**config.mk**
```make
export PLATFORM = sky130hd
export DESIGN_NAME = fetch_queue
export DESIGN_NICKNAME = d
export VERILOG_FILES = /design/src/rtl/mips_pkg.sv /design/src/rtl/fetch_fifo.sv /design/src/rtl/fetch_queue.sv
export SDC_FILE = /design/constraint.sdc
export NUM_CORES = 1
export LEC_CHECK = 0
export ABC_AREA = 1
export CORE_UTILIZATION = 47
export CTS_CLUSTER_DIAMETER = 120
export DETAILED_ROUTE_END_ITERATION = 8
export PLACE_DENSITY = 0.69
export SLEW_MARGIN = 25
export SYNTH_ARGS = -nofsm -noshare
export SYNTH_HDL_FRONTEND = slang
export SYNTH_HIERARCHICAL = 1
export SYNTH_SLANG_ARGS = --single-unit
```
**constraint.sdc**
```tcl
create_clock -name clock -period 9.7 [get_ports clock]
set_input_delay 0.97 -clock clock [delete_from_list [all_inputs] [get_ports clock]]
set_output_delay 0.97 -clock clock [all_outputs]
set_load 0.01 [all_outputs]
```
**src/rtl/mips_pkg.sv**
```systemverilog
// Shared definitions for the fetch stage: datapath widths, the PC step,
// the default reset PC and the {pc, instr} queue entry type.
package mips_pkg;

    localparam int          INSTR_W          = 32;
    localparam int          ADDR_W           = 32;
    localparam logic [31:0] PC_STEP          = 32'd4;
    localparam logic [31:0] RESET_PC_DEFAULT = 32'h0000_0000;

    typedef struct packed {
        logic [ADDR_W-1:0]  pc;
        logic [INSTR_W-1:0] instr;
    } fetch_entry_t;

    // Clears the two byte-offset bits so every fetch address is word aligned.
    function automatic logic [ADDR_W-1:0] align_word(input logic [ADDR_W-1:0] addr);
        return addr & ~(ADDR_W'(3));
    endfunction

endpackage

```
**src/rtl/fetch_fifo.sv**
```systemverilog
// DEPTH-entry synchronous FIFO of fetch entries. Flush has priority over
// push/pop. The head is kept in its own register so the output holds its
// last value (never X) when the queue is empty, and stays stable while the
// consumer stalls. The caller never pops when empty or pushes when full
// without a simultaneous pop.
module fetch_fifo
    import mips_pkg::*;
#(
    parameter int DEPTH = 4
) (
    input  logic                         clock,
    input  logic                         reset,
    input  logic                         push,
    input  fetch_entry_t                 push_data,
    input  logic                         pop,
    input  logic                         flush,
    output logic [$clog2(DEPTH+1)-1:0]   level,
    output logic                         head_valid,
    output fetch_entry_t                 head
);

    localparam int PTR_W = $clog2(DEPTH);
    localparam int LVL_W = $clog2(DEPTH+1);

    fetch_entry_t       mem_r [DEPTH];
    logic [PTR_W-1:0]   rd_ptr_r;
    logic [PTR_W-1:0]   wr_ptr_r;
    logic [LVL_W-1:0]   count_r;
    fetch_entry_t       head_r;
    fetch_entry_t       head_nxt_s;

    // Storage write port; contents need no reset because only valid slots feed the head.
    always_ff @(posedge clock) begin
        if (push && !flush && !reset) begin
            mem_r[wr_ptr_r] <= push_data;
        end
    end

    // Selects what the head register shows after this edge.
    always_comb begin
        head_nxt_s = head_r;
        if (flush) begin
            head_nxt_s = head_r;
        end else if (pop && (count_r > LVL_W'(1))) begin
            // Next-oldest entry is already stored; with DEPTH >= 2 it is never the slot being written.
            head_nxt_s = mem_r[rd_ptr_r + PTR_W'(1)];
        end else if (push && ((count_r == LVL_W'(0)) || (pop && (count_r == LVL_W'(1))))) begin
            head_nxt_s = push_data;
        end else begin
            head_nxt_s = head_r;
        end
    end

    // Pointer, occupancy and head bookkeeping; reset beats flush beats push/pop.
    always_ff @(posedge clock) begin
        if (reset) begin
            rd_ptr_r <= PTR_W'(0);
            wr_ptr_r <= PTR_W'(0);
            count_r  <= LVL_W'(0);
            head_r   <= '0;
        end else if (flush) begin
            rd_ptr_r <= PTR_W'(0);
            wr_ptr_r <= PTR_W'(0);
            count_r  <= LVL_W'(0);
        end else begin
            if (push) begin
                wr_ptr_r <= wr_ptr_r + PTR_W'(1);
            end
            if (pop) begin
                rd_ptr_r <= rd_ptr_r + PTR_W'(1);
            end
            case ({push, pop})
                2'b10:   count_r <= count_r + LVL_W'(1);
                2'b01:   count_r <= count_r - LVL_W'(1);
                default: count_r <= count_r;
            endcase
            head_r <= head_nxt_s;
        end
    end

    assign level      = count_r;
    assign head_valid = (count_r != LVL_W'(0));
    assign head       = head_r;

endmodule

```
**src/rtl/fetch_queue.sv**
```systemverilog
// Instruction-fetch stage: owns the fetch PC, addresses i_mem, buffers
// {pc, instr} pairs and hands them to decode over valid/ready. A redirect
// voids that cycle's handshake, flushes the queue and restarts fetch at the
// word-aligned target. Optional macro FETCH_PERF_EN adds perf_fetched
// (pops) and perf_flushed (entries discarded by redirects).
module fetch_queue
    import mips_pkg::*;
#(
    parameter int          DEPTH    = 4,
    parameter logic [31:0] RESET_PC = RESET_PC_DEFAULT
) (
    input  logic                         clock,
    input  logic                         reset,
    output logic [ADDR_W-1:0]            imem_addr,
    input  logic [INSTR_W-1:0]           imem_data,
    input  logic                         redirect_valid,
    input  logic [ADDR_W-1:0]            redirect_pc,
    output logic                         out_valid,
    input  logic                         out_ready,
    output logic [INSTR_W-1:0]           out_instr,
    output logic [ADDR_W-1:0]            out_pc,
    output logic [ADDR_W-1:0]            out_pc_plus4,
    output logic [$clog2(DEPTH+1)-1:0]   level
`ifdef FETCH_PERF_EN
    ,
    output logic [31:0]                  perf_fetched,
    output logic [31:0]                  perf_flushed
`endif
);

    localparam int LVL_W = $clog2(DEPTH+1);

    logic [ADDR_W-1:0]  fetch_pc_r;
    logic               pop_s;
    logic               push_s;
    logic               full_s;
    logic               head_valid_s;
    logic [LVL_W-1:0]   level_s;
    fetch_entry_t       head_s;
    fetch_entry_t       push_entry_s;

    // Handshake decode: a redirect cancels both the pop and the push of its cycle.
    always_comb begin
        full_s       = (level_s == LVL_W'(DEPTH));
        pop_s        = head_valid_s & out_ready & ~redirect_valid;
        push_s       = ~redirect_valid & (~full_s | pop_s);
        push_entry_s = '{pc: fetch_pc_r, instr: imem_data};
    end

    // Fetch PC: reset, then redirect target, then advance on every push; wraps naturally mod 2^32.
    always_ff @(posedge clock) begin
        if (reset) begin
            fetch_pc_r <= RESET_PC;
        end else if (redirect_valid) begin
            fetch_pc_r <= align_word(redirect_pc);
        end else if (push_s) begin
            fetch_pc_r <= fetch_pc_r + PC_STEP;
        end else begin
            fetch_pc_r <= fetch_pc_r;
        end
    end

    fetch_fifo #(
        .DEPTH (DEPTH)
    ) u_fifo (
        .clock      (clock),
        .reset      (reset),
        .push       (push_s),
        .push_data  (push_entry_s),
        .pop        (pop_s),
        .flush      (redirect_valid),
        .level      (level_s),
        .head_valid (head_valid_s),
        .head       (head_s)
    );

`ifdef FETCH_PERF_EN
    logic [31:0] perf_fetched_r;
    logic [31:0] perf_flushed_r;

    // Performance counters: completed pops, and occupancy thrown away by each redirect.
    always_ff @(posedge clock) begin
        if (reset) begin
            perf_fetched_r <= 32'd0;
            perf_flushed_r <= 32'd0;
        end else begin
            if (pop_s) begin
                perf_fetched_r <= perf_fetched_r + 32'd1;
            end
            if (redirect_valid) begin
                perf_flushed_r <= perf_flushed_r + 32'(level_s);
            end
        end
    end

    assign perf_fetched = perf_fetched_r;
    assign perf_flushed = perf_flushed_r;
`endif

    assign imem_addr    = fetch_pc_r;
    assign out_valid    = head_valid_s;
    assign out_instr    = head_s.instr;
    assign out_pc       = head_s.pc;
    assign out_pc_plus4 = head_s.pc + PC_STEP;
    assign level        = level_s;

endmodule
```
* After elaboration in Yosys (flattened, before gate mapping) *
Memories as Yosys holds them, arrays and structs flattened.
Index checks and enable logic that the tools add are counted.

operators by class
  $add $sub $neg = 6
  $lt $le $gt $ge = 1
  eq/ne operators = 4
  mux-type cells = 7
  bitwise logic cells = 6
  reduce and logical (&&, ||, !) cells = 15

operators by type and width
  operator               number
  $mux 64                2
  $add 32x3->32 const B  2
  $mux 32                2
  $pmux 3 s2             1
  $reduce_bool 2->1      3
  $logic_and 1x1->1      5
  $add 2x1->2 const B    2
  $add 3x1->3 const B    1
  $and 1x1->1            3
  $eq 3x1->1 const B     1
  $eq 3x3->1 const B     1
  $gt 3x1->1 const B     1
  $logic_not 3->1        1
  $reduce_bool 3->1      1
  $sub 3x1->3 const B    1
  $eq 2x1->1 const B     1
  $eq 2x2->1 const B     1
  $logic_not 1->1        2
  $mux 1                 2
  $not 1->1              2
  $reduce_and 2->1       1
  $reduce_or 2->1        1
  $logic_or 1x1->1       1
  $or 1x1->1             1

word-level totals
  register bits = 103
  RAM bits = 256
  input bits = 68
  output and inout port bits = 132
  logic and storage cells = 47
  memories = 1

memory list
  name          words  width  read ports  clocked after Yosys merged registers in  wr ports  line              RTL
  u_fifo.mem_r  4      64     1           0                                        1         fetch_fifo.sv:25  fetch_entry_t mem_r [DEPTH];

* Logic depth before layout (Yosys ltp) *
  depth in word-level cells = 9
  depth in mapped cells = 15
  gate-level depth less buffers = 13

* Modules after synthesis *
Netlist, hierarchy kept.

modules (own cells, without submodules)
  module       times used  cells each  area each (µm²)  seq. area each (µm²)
  fetch_fifo   1           1556        13990.9          9108.7
  fetch_queue  1           524         3016.6           600.6

* Worst setup path before layout *
OpenSTA, ideal clock, no wires.

  path kind = input to register
  from = input out_ready
  to = memory u_fifo/mem_r[0][0] (netlist name), enable pin
  setup time = 0.486 ns
  arrival = 4.335 ns
  data required time = 9.214 ns
  path slack = 4.878 ns
  stages = 5
  path buffers = 1
  cells stage by stage = nand2_1 a21oi_1 buf_2 nand2_1 nor2_1

between the ends
  cells in the longest elaborated chain, start to end = 8

RTL lines
  element                         line               RTL
  from (decl)                     fetch_queue.sv:19  input logic out_ready,
  $and 1x1->1 (2 in a row)        fetch_queue.sv:45  pop_s = head_valid_s & out_ready & ~redirect_valid;
  $or 1x1->1                      fetch_queue.sv:46  push_s = ~redirect_valid & (~full_s | pop_s);
  $and 1x1->1                     fetch_queue.sv:46
  via push_s                      fetch_queue.sv:35  logic push_s;
  $logic_and 1x1->1 (2 in a row)  fetch_fifo.sv:34   if (push && !flush && !reset) begin
  $mux 1                          fetch_fifo.sv:34
  $mux 1 (not written as such)    fetch_fifo.sv:35   mem_r[wr_ptr_r] <= push_data;
  to (decl)                       fetch_fifo.sv:25

The timed path passes the listed nets, and every way through them passes these cells.

* Worst setup path in the final report *
  from = input redirect_valid
  to = register u_fifo.head_r, in the netlist u_fifo/head[13]

between the ends
  cells in the longest elaborated chain, start to end = 7
  elaborated cells between the ends (all ways) = 11
  those cells by class = mux (1); bitwise (4); reduce/logical (6)

RTL lines
  element                                          line                                 RTL
  from (decl)                                      fetch_queue.sv:16                    input logic redirect_valid,
  $not 1->1 (no line) *                            --
  $and 1x1->1 *                                    fetch_queue.sv:45
  via pop_s                                        fetch_queue.sv:34                    logic pop_s;
  $or 1x1->1 or $logic_and 1x1->1 (tied branches)  fetch_queue.sv:46, fetch_fifo.sv:47
  $and 1x1->1 or $logic_or 1x1->1 (tied branches)  fetch_queue.sv:46, fetch_fifo.sv:47
  $logic_and 1x1->1                                fetch_fifo.sv:47                     end else if (push && ((count_r == LVL_W'(0)) || (pop && (count_r == LVL_W'(1))))) begin
  $reduce_bool 2->1 (no line)                      --
  $reduce_and 2->1 (no line)                       --
  to (signal assigned)                             fetch_fifo.sv:77                     head_r <= head_nxt_s;
  to (decl)                                        fetch_fifo.sv:29                     fetch_entry_t head_r;

The timed path passes the listed nets; every way through them passes the cells marked *.
A chain may end at the register's enable or synchronous reset.

==> summary.md <==
| Metric | Value |
|---|---|
| DR pass1 iterations | `5` |
| Ratio of cells with drive above 1 in the final layout | `~5.3%` |
| Largest net degree at the start of global routing | `86` |
| Hold Path Origin | `u_fifo/head[27]$_SDFFE_PP0P_` |
| Nets@finish | `around 2.3k` |
| M1 WL | `18800 um` |
| ANT nets after route | `0` |
| Post_cts resized | `0` |
| Post-synth cell types | `between 40 and 50` |
| Fillcell total | `between 3k and 4k` |
| Post-layout minimum cycle time | `4.70 ns` |
| Area of the multi-input gates | `between 6000 and 7000 um2` |
| Cells after Synth | `about 2.1k` |
| Peak VDD IR | `around 0.00013 V` |
| DR WL/cell | `about 16 um` |
| Worst EP required | `10.12 ns` |
| # diodes | `0` |
| Routed wl met2 | `around 21000 um` |
| Net Sw Frac | `23.7%` |
| RSZ-0062 raised after global routing | `false` |
| Ys async rst share | `0%` |
| EDFF count, synth | `~260` |
| PD cells | `172 nW/um2` |
| Layout area overhead | `20.6%` |
| Max Cap Viol | `0` |
| DRC | `0` |
| Total power | `roughly 3.5 mW` |
| Row cnt | `69` |
| Largest family of logic cells by synthesized area | `simple AND/OR/NAND/NOR gates` |
| Root buf cell | `clkbuf_16` |
| Startpoint types | `primary input` |
| Vias | `about 14k` |
| Main synth FF type | `edfxtp_1` |
| Clock skew | `between 0.015 and 0.02 ns` |
| Reg2reg setup slack | `5.70 ns` |
| Final-report max-slew violation count | `0` |
| FMAX | `213 MHz` |
| Crit-path cells | `clkdlybuf4s50_1 -> nor2_1 -> a21boi_1 -> nand2_2 -> buf_4 -> nand2_1 -> nand2_4 -> buf_4 -> nand2_1 -> nand2_1 -> nor2_1` |
| WHS Path Cells | `4` |
| Internal | `around 2.7 mW` |
| Complex-gate fraction of the synthesized area | `between 2 and 3%` |
| Initial DRC Count | `878` |
| Antenna violations before repair | `0` |
| Post-DP HPWL | `~26000 um` |
| Sequential cell area | `9710 um2` |
| Status | `finished clean` |
| # Post-CTS Setup Buffers | `0` |
| Critical path's largest stage delay | `1.09 ns` |
| Portion of netlist area occupied by mux cells | `0%` |
| Static Leak | `around 8.9 nW` |
| Worst Hold Class | `reg2reg` |
| Tightest Pin Transition | `around 1 ns` |
| FF-to-FF Start | `u_fifo/level[0]$_SDFFE_PP0P_` |
| Adder-cell share of the synthesized area | `less than 1%` |
| Clock buffer count from CTS | `40` |
| Crit path max fanout | `85` |
| Gpl congestion | `approximately 0.94` |
| Final period util | `between 40% and 50%` |
| Post-Synth XOR/XNOR Area | `under 10%` |
| Flip-flop and latch count after synthesis | `between 300 and 400` |
| Clock network latency to the later pin of the worst-skew pair | `0.54 ns` |
| GR Util All Layers | `23.9%` |
| Area of the core | `35600 um2` |
| Top Ports | `200` |
| Sw Pwr | `between 800 and 900 uW` |
| IO Port Bufs | `around 200` |
| Setup TNS | `0 ns` |
| Chip height | `a little under 200 um` |
| Critical path origin | `redirect_valid` |
| Worst Path Arrival | `5.12 ns` |
| Max Used Layer | `met4` |
| Clk buf depth | `3` |
| Register share of total power | `slightly below 50%` |
| FF-to-FF path depth | `14` |
| Final Hold Viols | `0` |
| Met3 WL post-DR | `3120 um` |
| CTS tree | `yes` |
| Synth Warn # | `6` |
| Crit-path most repeated cell | `nand2_1` |
| # setup viols final | `0` |
| CTS clk-pin slew, worst paths | `roughly 0.060 ns` |
| Final WL | `~44000 um` |
| Kind of critical path | `in2reg` |
| Average cell area after synthesis | `slightly above 8 um2` |
| Post-DR vias/cell | `4.96` |
| Post-DP Area | `around 19000 um2` |
| Sequential area share after synthesis | `approximately 57%` |
| Clk sinks | `between 300 and 400` |
| Most frequent cells in the layout | `nand2_1 (1073), edfxtp_1 (256), nor2_1 (199)` |
| H-tree Lvls | `2` |
| Post-layout instance area | `just over 20000 um2` |
| Die area | `between 30000 and 40000 um2` |
| Initial Util | `between 40% and 50%` |
| Setup crit end kind | `flip-flop` |
| Overflow after GRT | `0` |
| Hold-fix buffers at CTS | `0` |
| Clk pwr share | `between 40% and 50%` |
| Mapped cell area | `around 17000 um2` |
| Die X | `around 190 um` |
| Commonest non-fill, non-tap cell in the layout | `nand2_1` |
| Slew headroom | `roughly a third` |
| Global-route wire length before repair | `about 68000 um` |
| Crit-path slowest cell | `clkdlybuf4s50_1` |
| Number of global-route vias before repair | `12.7k` |
| Combinational power share | `under 10%` |
| Simple-gate share of the synthesized area | `a little under a third` |
critical path, delay by kind of cell:
kind                   cells  cell delay (ns)
AND/OR/NAND/NOR            7             1.26
buffers and inverters      3             2.51
AO/OA/AOI/OAI              1             0.23
power by group through the flow:
stage | combinational, mW | sequential, mW | clock [mW]
2_1_floorplan | 0.161 | 1.76 | 0
3_3_place_gp | 0.324 | 1.76 | 0
3_5_place_dp | 0.328 | 1.77 | 0
4_1_cts | 0.330 | 1.73 | 1.49
5_1_grt | 0.365 | 1.74 | 1.55
6_report | 0.329 | 1.73 | 1.46
cell usage after synthesis (4+ instances only):
cell,n,area (um2)
buf_4,10,75.1
xnor2_1,7,61.3
a31oi_1,8,50.1
nand3b_1,5,37.5
inv_2,12,45.0
nor3_1,4,20.0
nor2_2,8,50.1
buf_6,9,101
inv_1,134,503
edfxtp_1,256,7690
nand2_1,1077,4040
ha_1,11,138
a21oi_1,28,140
xor2_1,22,193
clkbuf_1,13,48.8
nor2_1,203,762
nand3_1,44,220
nand4_1,6,37.5
dfxtp_1,101,2020
a22oi_1,6,45.0
o211ai_1,4,30.0
buf_2,57,285
o21ai_0,22,110
registers in the layout, summed over array words and instances, names as in the netlist:
register and cells:
imem_addr 30, u_fifo/head 64, u_fifo/level 3, u_fifo/mem_r 256, u_fifo/rd_ptr_r 2, u_fifo/wr_ptr_r 2
stage by stage:
stage               setup slack [ns]  hold slack (ns)  cells  util, %
finish                          5.00            0.511   2746     57.7
global route                    4.73            0.544   2746     57.7
CTS                             5.00            0.511   2746     57.7
detailed placement              4.46            0.500   2672     54.1
global placement                4.58            0.500   2672     54.1
floorplan                       4.88            0.490   2091        -
final timing paths:
path | endpoint
max | u_fifo/head[13]$_SDFFE_PP0P_
min reg2reg | u_fifo/head[27]$_SDFFE_PP0P_
min | u_fifo/head[27]$_SDFFE_PP0P_
max reg2reg | u_fifo/head[13]$_SDFFE_PP0P_
layer usage:
metal,up-vias,global-route usage [%]
li1,6865,-
met1,6210,31.2
met2,460,41.0
met3,75,3.45
met4,0,7.00
met5,-,0
logic make-up after synthesis:
logic type,after synthesis
AOI/OAI and AO/OA,77
and+or+nand+nor,1367
buffers and inverters,238
xor gates and xnor gates,29
other,1
adders and majority gates,11
DFF,357
layout make-up:
type	count	area share, %
clock inverter	15	0.781
timing repair buffer	210	10.1
clock buffer	59	5.47
inverter	148	2.72
tap	461	2.81
multi-input combinational	1496	30.8
sequential	357	47.3
(Power assumes the default switching activity.)
